### config.mk
export PLATFORM = sky130hd
export DESIGN_NAME = multicycle_controller
export DESIGN_NICKNAME = d
export VERILOG_FILES = /design/src/rtl/multicycle_controller_pkg.sv /design/src/rtl/mc_alu_decode.sv /design/src/rtl/multicycle_controller.sv
export SDC_FILE = /design/constraint.sdc
export NUM_CORES = 1
export LEC_CHECK = 0
export CAP_MARGIN = 25
export CORE_UTILIZATION = 38
export CTS_BUF_LIST = sky130_fd_sc_hd__clkbuf_16
export DETAILED_ROUTE_END_ITERATION = 7
export HOLD_SLACK_MARGIN = 0.12
export PLACE_DENSITY = 0.85
export SLEW_MARGIN = 20
export SYNTH_ARGS = -nofsm -noshare
export SYNTH_HDL_FRONTEND = slang
export SYNTH_SLANG_ARGS = --single-unit
### constraint.sdc
create_clock -name clk -period 1.73 [get_ports clk]
set_clock_uncertainty 0.1 [all_clocks]
set_input_delay 0.346 -clock clk [delete_from_list [all_inputs] [get_ports clk]]
set_output_delay 0.346 -clock clk [all_outputs]
set_load 0.1 [all_outputs]
### src/rtl/multicycle_controller_pkg.sv
// Shared types and encodings for the multicycle controller: FSM states,
// opcodes, ALU operation codes and datapath mux select codes.
package multicycle_controller_pkg;

  typedef enum logic [3:0] {
    S_FETCH,
    S_DECODE,
    S_MEMADR,
    S_MEMREAD,
    S_MEMWB,
    S_MEMWRITE,
    S_EXECR,
    S_EXECI,
    S_ALUWB,
    S_BEQ,
    S_JAL
  } state_t;

  localparam logic [6:0] OP_LW    = 7'b0000011;
  localparam logic [6:0] OP_SW    = 7'b0100011;
  localparam logic [6:0] OP_RTYPE = 7'b0110011;
  localparam logic [6:0] OP_ITYPE = 7'b0010011;
  localparam logic [6:0] OP_BEQ   = 7'b1100011;
  localparam logic [6:0] OP_JAL   = 7'b1101111;

  localparam logic [2:0] ALU_ADD = 3'b000;
  localparam logic [2:0] ALU_SUB = 3'b001;
  localparam logic [2:0] ALU_AND = 3'b010;
  localparam logic [2:0] ALU_OR  = 3'b011;
  localparam logic [2:0] ALU_SLT = 3'b101;

  localparam logic [1:0] SRC_A_PC     = 2'b00;
  localparam logic [1:0] SRC_A_OLD_PC = 2'b01;
  localparam logic [1:0] SRC_A_RS1    = 2'b10;

  localparam logic [1:0] SRC_B_RS2  = 2'b00;
  localparam logic [1:0] SRC_B_IMM  = 2'b01;
  localparam logic [1:0] SRC_B_FOUR = 2'b10;

  localparam logic [1:0] RES_ALU_OUT    = 2'b00;
  localparam logic [1:0] RES_MEM_DATA   = 2'b01;
  localparam logic [1:0] RES_ALU_RESULT = 2'b10;

  localparam logic [1:0] IMM_I = 2'b00;
  localparam logic [1:0] IMM_S = 2'b01;
  localparam logic [1:0] IMM_B = 2'b10;
  localparam logic [1:0] IMM_J = 2'b11;

  function automatic logic is_legal_op(input logic [6:0] op);
    return (op == OP_LW) || (op == OP_SW) || (op == OP_RTYPE) ||
           (op == OP_ITYPE) || (op == OP_BEQ) || (op == OP_JAL);
  endfunction

endpackage

### src/rtl/mc_alu_decode.sv
// ALU operation decode from funct3/funct7 for R-type and I-type instructions.
module mc_alu_decode
  import multicycle_controller_pkg::*;
(
  input  logic       op_5,
  input  logic [2:0] funct3,
  input  logic       funct7_5,
  output logic [2:0] alu_control
);

  always_comb begin
    alu_control = ALU_ADD;
    case (funct3)
      // Only R-type (op[5]=1) can encode sub; addi ignores funct7.
      3'b000:  alu_control = (op_5 && funct7_5) ? ALU_SUB : ALU_ADD;
      3'b010:  alu_control = ALU_SLT;
      3'b110:  alu_control = ALU_OR;
      3'b111:  alu_control = ALU_AND;
      default: alu_control = ALU_ADD;
    endcase
  end

endmodule

### src/rtl/multicycle_controller.sv
// Multicycle RISC-V style control FSM: sequences fetch, decode, memory,
// ALU and branch/jump steps and drives datapath selects and write strobes.
module multicycle_controller
  import multicycle_controller_pkg::*;
#(
  parameter bit WAIT_EN = 1'b1
) (
  input  logic       clk,
  input  logic       rst_n,
  input  logic [6:0] op,
  input  logic [2:0] funct3,
  input  logic       funct7_5,
  input  logic       zero,
  input  logic       mem_ready,
  output logic       pc_write,
  output logic       adr_src,
  output logic       ir_write,
  output logic       mem_write,
  output logic       reg_write,
  output logic       illegal,
  output logic [1:0] result_src,
  output logic [1:0] alu_src_a,
  output logic [1:0] alu_src_b,
  output logic [1:0] imm_src,
  output logic [2:0] alu_control
);

  state_t     state_reg;
  state_t     state_next;
  logic       ready;
  logic [2:0] dec_alu_control;
  logic       pc_write_c;
  logic       ir_write_c;
  logic       mem_write_c;
  logic       reg_write_c;
  logic       illegal_c;

  assign ready = WAIT_EN ? mem_ready : 1'b1;

  mc_alu_decode u_alu_decode (
    .op_5        (op[5]),
    .funct3      (funct3),
    .funct7_5    (funct7_5),
    .alu_control (dec_alu_control)
  );

  always_ff @(posedge clk or negedge rst_n) begin
    if (!rst_n) begin
      state_reg <= S_FETCH;
    end else begin
      state_reg <= state_next;
    end
  end

  always_comb begin
    state_next = state_reg;
    case (state_reg)
      S_FETCH:    state_next = ready ? S_DECODE : S_FETCH;
      S_DECODE: begin
        case (op)
          OP_LW, OP_SW: state_next = S_MEMADR;
          OP_RTYPE:     state_next = S_EXECR;
          OP_ITYPE:     state_next = S_EXECI;
          OP_BEQ:       state_next = S_BEQ;
          OP_JAL:       state_next = S_JAL;
          default:      state_next = S_FETCH;
        endcase
      end
      S_MEMADR:   state_next = (op == OP_SW) ? S_MEMWRITE : S_MEMREAD;
      S_MEMREAD:  state_next = ready ? S_MEMWB : S_MEMREAD;
      S_MEMWRITE: state_next = ready ? S_FETCH : S_MEMWRITE;
      S_MEMWB:    state_next = S_FETCH;
      S_EXECR:    state_next = S_ALUWB;
      S_EXECI:    state_next = S_ALUWB;
      S_ALUWB:    state_next = S_FETCH;
      S_BEQ:      state_next = S_FETCH;
      S_JAL:      state_next = S_ALUWB;
      default:    state_next = S_FETCH;
    endcase
  end

  always_comb begin
    pc_write_c  = 1'b0;
    ir_write_c  = 1'b0;
    mem_write_c = 1'b0;
    reg_write_c = 1'b0;
    illegal_c   = 1'b0;
    adr_src     = 1'b0;
    result_src  = RES_ALU_OUT;
    alu_src_a   = SRC_A_PC;
    alu_src_b   = SRC_B_RS2;
    alu_control = ALU_ADD;
    case (state_reg)
      S_FETCH: begin
        alu_src_b  = SRC_B_FOUR;
        result_src = RES_ALU_RESULT;
        ir_write_c = ready;
        pc_write_c = ready;
      end
      S_DECODE: begin
        alu_src_a = SRC_A_OLD_PC;
        alu_src_b = SRC_B_IMM;
        illegal_c = !is_legal_op(op);
      end
      S_MEMADR: begin
        alu_src_a = SRC_A_RS1;
        alu_src_b = SRC_B_IMM;
      end
      S_MEMREAD: adr_src = 1'b1;
      S_MEMWB: begin
        result_src  = RES_MEM_DATA;
        reg_write_c = 1'b1;
      end
      S_MEMWRITE: begin
        adr_src     = 1'b1;
        mem_write_c = 1'b1;
      end
      S_EXECR: begin
        alu_src_a   = SRC_A_RS1;
        alu_control = dec_alu_control;
      end
      S_EXECI: begin
        alu_src_a   = SRC_A_RS1;
        alu_src_b   = SRC_B_IMM;
        alu_control = dec_alu_control;
      end
      S_ALUWB: reg_write_c = 1'b1;
      S_BEQ: begin
        alu_src_a   = SRC_A_RS1;
        alu_control = ALU_SUB;
        pc_write_c  = zero;
      end
      S_JAL: begin
        alu_src_a  = SRC_A_OLD_PC;
        alu_src_b  = SRC_B_FOUR;
        pc_write_c = 1'b1;
      end
      default: ;
    endcase
  end

  // Strobes are masked by rst_n so they drop at once, not at the next edge.
  assign pc_write  = pc_write_c  & rst_n;
  assign ir_write  = ir_write_c  & rst_n;
  assign mem_write = mem_write_c & rst_n;
  assign reg_write = reg_write_c & rst_n;
  assign illegal   = illegal_c   & rst_n;

  always_comb begin
    case (op)
      OP_LW, OP_ITYPE: imm_src = IMM_I;
      OP_SW:           imm_src = IMM_S;
      OP_BEQ:          imm_src = IMM_B;
      OP_JAL:          imm_src = IMM_J;
      default:         imm_src = IMM_I;
    endcase
  end

endmodule

==> flow_summary.toml, run 1 <==
[logic_synthesis]
synth_area_um2 = 598.1
ys_seq_area_share_pct = 16.74
synthAdderAreaFrac_pct = 0
synth_fp_nets = 100
synth_top_family_by_area = "simple AND/OR/NAND/NOR gates"
synth_warnings = 0
avgSynthCellArea_um2 = 7.036
synth_xor_area_share_pct = 7.322
synth-seq-cells = 4
synth_compound_area_share_pct = 21.76
synthMuxAreaShare_pct = 0
synth_cell_type_count = 36
synth_top_area_share_pct = 16.74
yosys.area.top_type = "dfrtp_1"
postSynthCellCount = 85
synth_simple_gate_area_share_pct = 45.61
synth_area_leaders = "dfrtp_1 17%, nand2_1 6.3%, nor2_1 5.6%"

[die]
die_h_um = 41.67
chipWidth_um = 41.67
io_pins = 32
start_util_pct = 43.26
core.rowCount = 13

[placement]
port_buffers = 31
gp_congestion = 0.8653

[status]
lastStage = "detailed placement"
outcome = "stopped before the end"
error = "[ERROR DPL-0038] Utilization greater than 100%, impossible to legalize"
metrics by stage:
stage	hold WS, ns	cells	worst slack (ns)
after floorplan	-0.04959	85	-0.6521
after global placement	0.5094	156	-0.3151
cell usage after synthesis:
| library cell | number |
|---|---|
| a21oi_1 | 5 |
| xor2_1 | 3 |
| nor2b_1 | 2 |
| nand3_1 | 5 |
| nand2_1 | 10 |
| nor4_1 | 3 |
| nor2_1 | 9 |
| and3_1 | 3 |
| o31ai_1 | 1 |
| nor2_4 | 1 |
| nand2b_1 | 1 |
| nor3b_1 | 2 |
| o21ai_1 | 5 |
| and2_1 | 1 |
| inv_1 | 1 |
| o21ai_2 | 1 |
| and4_1 | 1 |
| buf_6 | 1 |
| or3_4 | 1 |
| nor3_1 | 4 |
| o2bb2ai_1 | 1 |
| a22o_1 | 2 |
| buf_4 | 3 |
| nor3b_2 | 1 |
| a2bb2oi_1 | 1 |
| nor2b_2 | 1 |
| a21oi_2 | 1 |
| buf_2 | 2 |
| dfrtp_1 | 4 |
| and2b_4 | 1 |
| nand4b_1 | 1 |
| inv_2 | 1 |
| a31oi_1 | 2 |
| xnor2_1 | 2 |
| nand3b_1 | 1 |
| o21a_1 | 1 |
cells by family after synthesis:
| family | after synthesis |
|---|---|
| xor gates and xnor gates | 5 |
| and+or+nand+nor | 48 |
| DFF | 4 |
| AOI/OAI and AO/OA | 20 |
| buffers and inverters | 8 |
==> inputs of run 2 (changes only) <==
--- a/config.mk
+++ b/config.mk
@@ -6,11 +6,10 @@
 export NUM_CORES = 1
 export LEC_CHECK = 0
 export CAP_MARGIN = 25
-export CORE_UTILIZATION = 38
-export CTS_BUF_LIST = sky130_fd_sc_hd__clkbuf_16
+export CORE_AREA = 2 2 63 65
 export DETAILED_ROUTE_END_ITERATION = 7
-export HOLD_SLACK_MARGIN = 0.12
-export PLACE_DENSITY = 0.85
+export DIE_AREA = 0 0 65 67
+export PLACE_DENSITY_LB_ADDON = 0.15
 export SLEW_MARGIN = 20
 export SYNTH_ARGS = -nofsm -noshare
 export SYNTH_HDL_FRONTEND = slang
==> flow_summary.toml, run 2 <==
[logic_synthesis]
avgSynthCellArea_um2 = 7.036
yosys-top-cells-count = "10 x nand2_1, 9 x nor2_1, 5 x a21oi_1, 5 x nand3_1, 5 x o21ai_1"
synth_warnings = 0
synth-seq-cells = 4
synth_edf_count = 0
ys_seq_area_share_pct = 16.74
postSynthCellCount = 85
synth_fp_nets = 100
synth_area_um2 = 598.1
synth_cell_type_count = 36
synth_top_area_share_pct = 16.74
yosys.area.top_type = "dfrtp_1"
synth_area_leaders = "dfrtp_1 17%, nand2_1 6.3%, nor2_1 5.6%"
async_flop_share_pct = 100.0
yosysMostFrequentCell = "nand2_1"
ys.flop_type = "dfrtp_1"

[placement]
gp_congestion = 0.7688
hpwl_mm = 1.872
placed_area_um2 = 1531
port_buffers = 31
pre_cts_slack_ns = -0.3719
place_inst = 193

[clock_network]
cts_tree = "done"
clock_latency_ns = 0.22
clk_pin_slew_ns = 0.03
cts_sinks = 4
htreeDepth = 1
cts_root_buf = "clkbuf_8"
numCtsBuffers = 3
clk_path_buf_depth = 2

[global_route]
first_global_vias = 946
grt-ovfl-total = 0
grt_max_degree = 8
grt_usage_pct = 12.77
grt_pass1_wl_mm = 4.215
antenna_found_initial = 0

[pwr]
total_power_mw = 0.7473
power_density_nw_per_um2 = 413.9
ir_drop_v = 0.0001622
pwr-share-comb_pct = 59.6
p_leak_nw = 0.7555
switching_share_pct = 40.62
power_frac_seq_pct = 14.0
clockPowerShare_pct = 26.4
p_sw_mw = 0.3035
p_int_mw = 0.4437

[die]
start_util_pct = 16.59
coreArea_um2 = 3606
die_area_um2 = 4355
die_h_um = 67
core.rowCount = 22
chipWidth_um = 65
io_pins = 32

[route]
routed_wl_mm = 2.497
drc = 0
dr.first_iter.drc_count = 12
routedWlPerCell_um = 12.00
num_vias = 914
avgViaCountPerCell = 4.394
ant_nets = 0
firstDrtPassIters = 4

[sta]
layout_setup_ws_ns = -0.1648
finalCritPeriodShare_pct = 109.5
finalSetupViolations = 15
worstMarginPinSlew_ns = 0.2549
maxSlewHeadroom_pct = 82.88
slew_viol_final = 0
min_period_ns = 1.895
rsz0062_at_grt = "true"
fmax_mhz = 527.8
hold_viol = 0

[critical_path]
cp.required_ns = 1.28
path_cells = "clkdlybuf4s50_1 -> a31oi_2 -> o31ai_4 -> buf_12"
critPathMaxStageDelay_ns = 0.54
critPathTopFamily = "buffers and inverters"
slowest_stage = "clkdlybuf4s50_1"
cp-start-kind = "input port"
cp_num_buf_inv = 2
cp_max_fo = 2
critPathKind = "input port to output pin"
endpoint_kind = "output pin"
cp.arrival_ns = 1.45

[status]
violations = "setup timing"
outcome = "finished with violations"

[worst_hold_path]
hold_class = "input port to asynchronous set/reset pin"

[cells_and_area]
final_common_cell = "buf_4"
final_nets = 177
design_area_um2 = 1805
final_layout_size_suffix_gt1_share_pct = 76.25
area_delta_synth_final_pct = 201.9
diodes = 0
final_cell_mix = "33 x buf_4, 17 x buf_12, 14 x buf_6, 7 x nor2_4, 6 x nand2_1"
n_fill_cell = 356
stdcell_count = 208
largest_register_ffs = 4

[run]
cap_viol_max_count = 0
## run 2: cell counts after synthesis
Identical to the previous run, type by type.
## run 2: layout make-up
cell class | count | area [µm²] | area share [%]
inverters | 2 | 7.507 | 0.4158
multi-input cells | 73 | 734.5 | 40.68
repair buffers | 78 | 857.1 | 47.47
well taps | 48 | 60.06 | 3.326
clock buffers | 3 | 41.29 | 2.287
flip-flops and latches | 4 | 105.1 | 5.821
## run 2: worst paths after layout
kind                            cells past startpoint  slack [ns]              to    startpoint
worst max-delay path                                4       -0.16  alu_control[0]     funct3[1]
worst min-delay path                                2        0.12    state_reg[2]         rst_n
worst max register to register                      5        0.22    state_reg[0]  state_reg[2]
worst min register to register                      3        0.65    state_reg[0]  state_reg[3]
max in group asynchronous                           2        1.29    state_reg[0]         rst_n
min in group clk                                    5        0.50    state_reg[0]         op[2]
## run 2: cells by family after synthesis
kind of cell / Yosys count / synth area share (%)
and+or+nand+nor: 48 / 45.61
xor gates and xnor gates: 5 / 7.324
AOI/OAI and AO/OA: 20 / 21.76
buffers and inverters: 8 / 8.576
DFF: 4 / 16.74
## run 2: timing repair
item                       4_1_cts  5_1_grt
setup buffers                    9        3
setup endpoints to repair       17       17
hold buffers                     0        0
cloned                           0        0
resized for setup               57       13
pin swaps                       22       13
## run 2: power groups by stage
stage | logic (mW) | registers (mW) | clock network (mW)
after floorplan | 0.243 | 0.101 | 0
after global placement | 0.417 | 0.105 | 0
after detailed placement | 0.418 | 0.105 | 0
after CTS | 0.440 | 0.105 | 0.205
after global routing | 0.468 | 0.106 | 0.211
final | 0.445 | 0.105 | 0.197
## run 2: stage by stage
stage / hold WS [ns] / util, % / setup TNS [ns]
floorplan: -0.04959 / - / -3.431
global placement: 0.5920 / 42.47 / -2.451
detailed placement: 0.5902 / 42.47 / -2.450
CTS: 0.1111 / 48.82 / -1.769
global route: 0.1402 / 50.07 / -2.409
finish: 0.1186 / 50.07 / -1.640
## run 2: metal layers
layer  vias up  routed length, µm  track usage, %
li1        453                  -               -
met5         -                  0               0
met2        28               1412           25.00
met4         0                 33           5.585
met3         4                120           2.027
met1       429                931           13.27
Power figures use the tool's default switching activity.
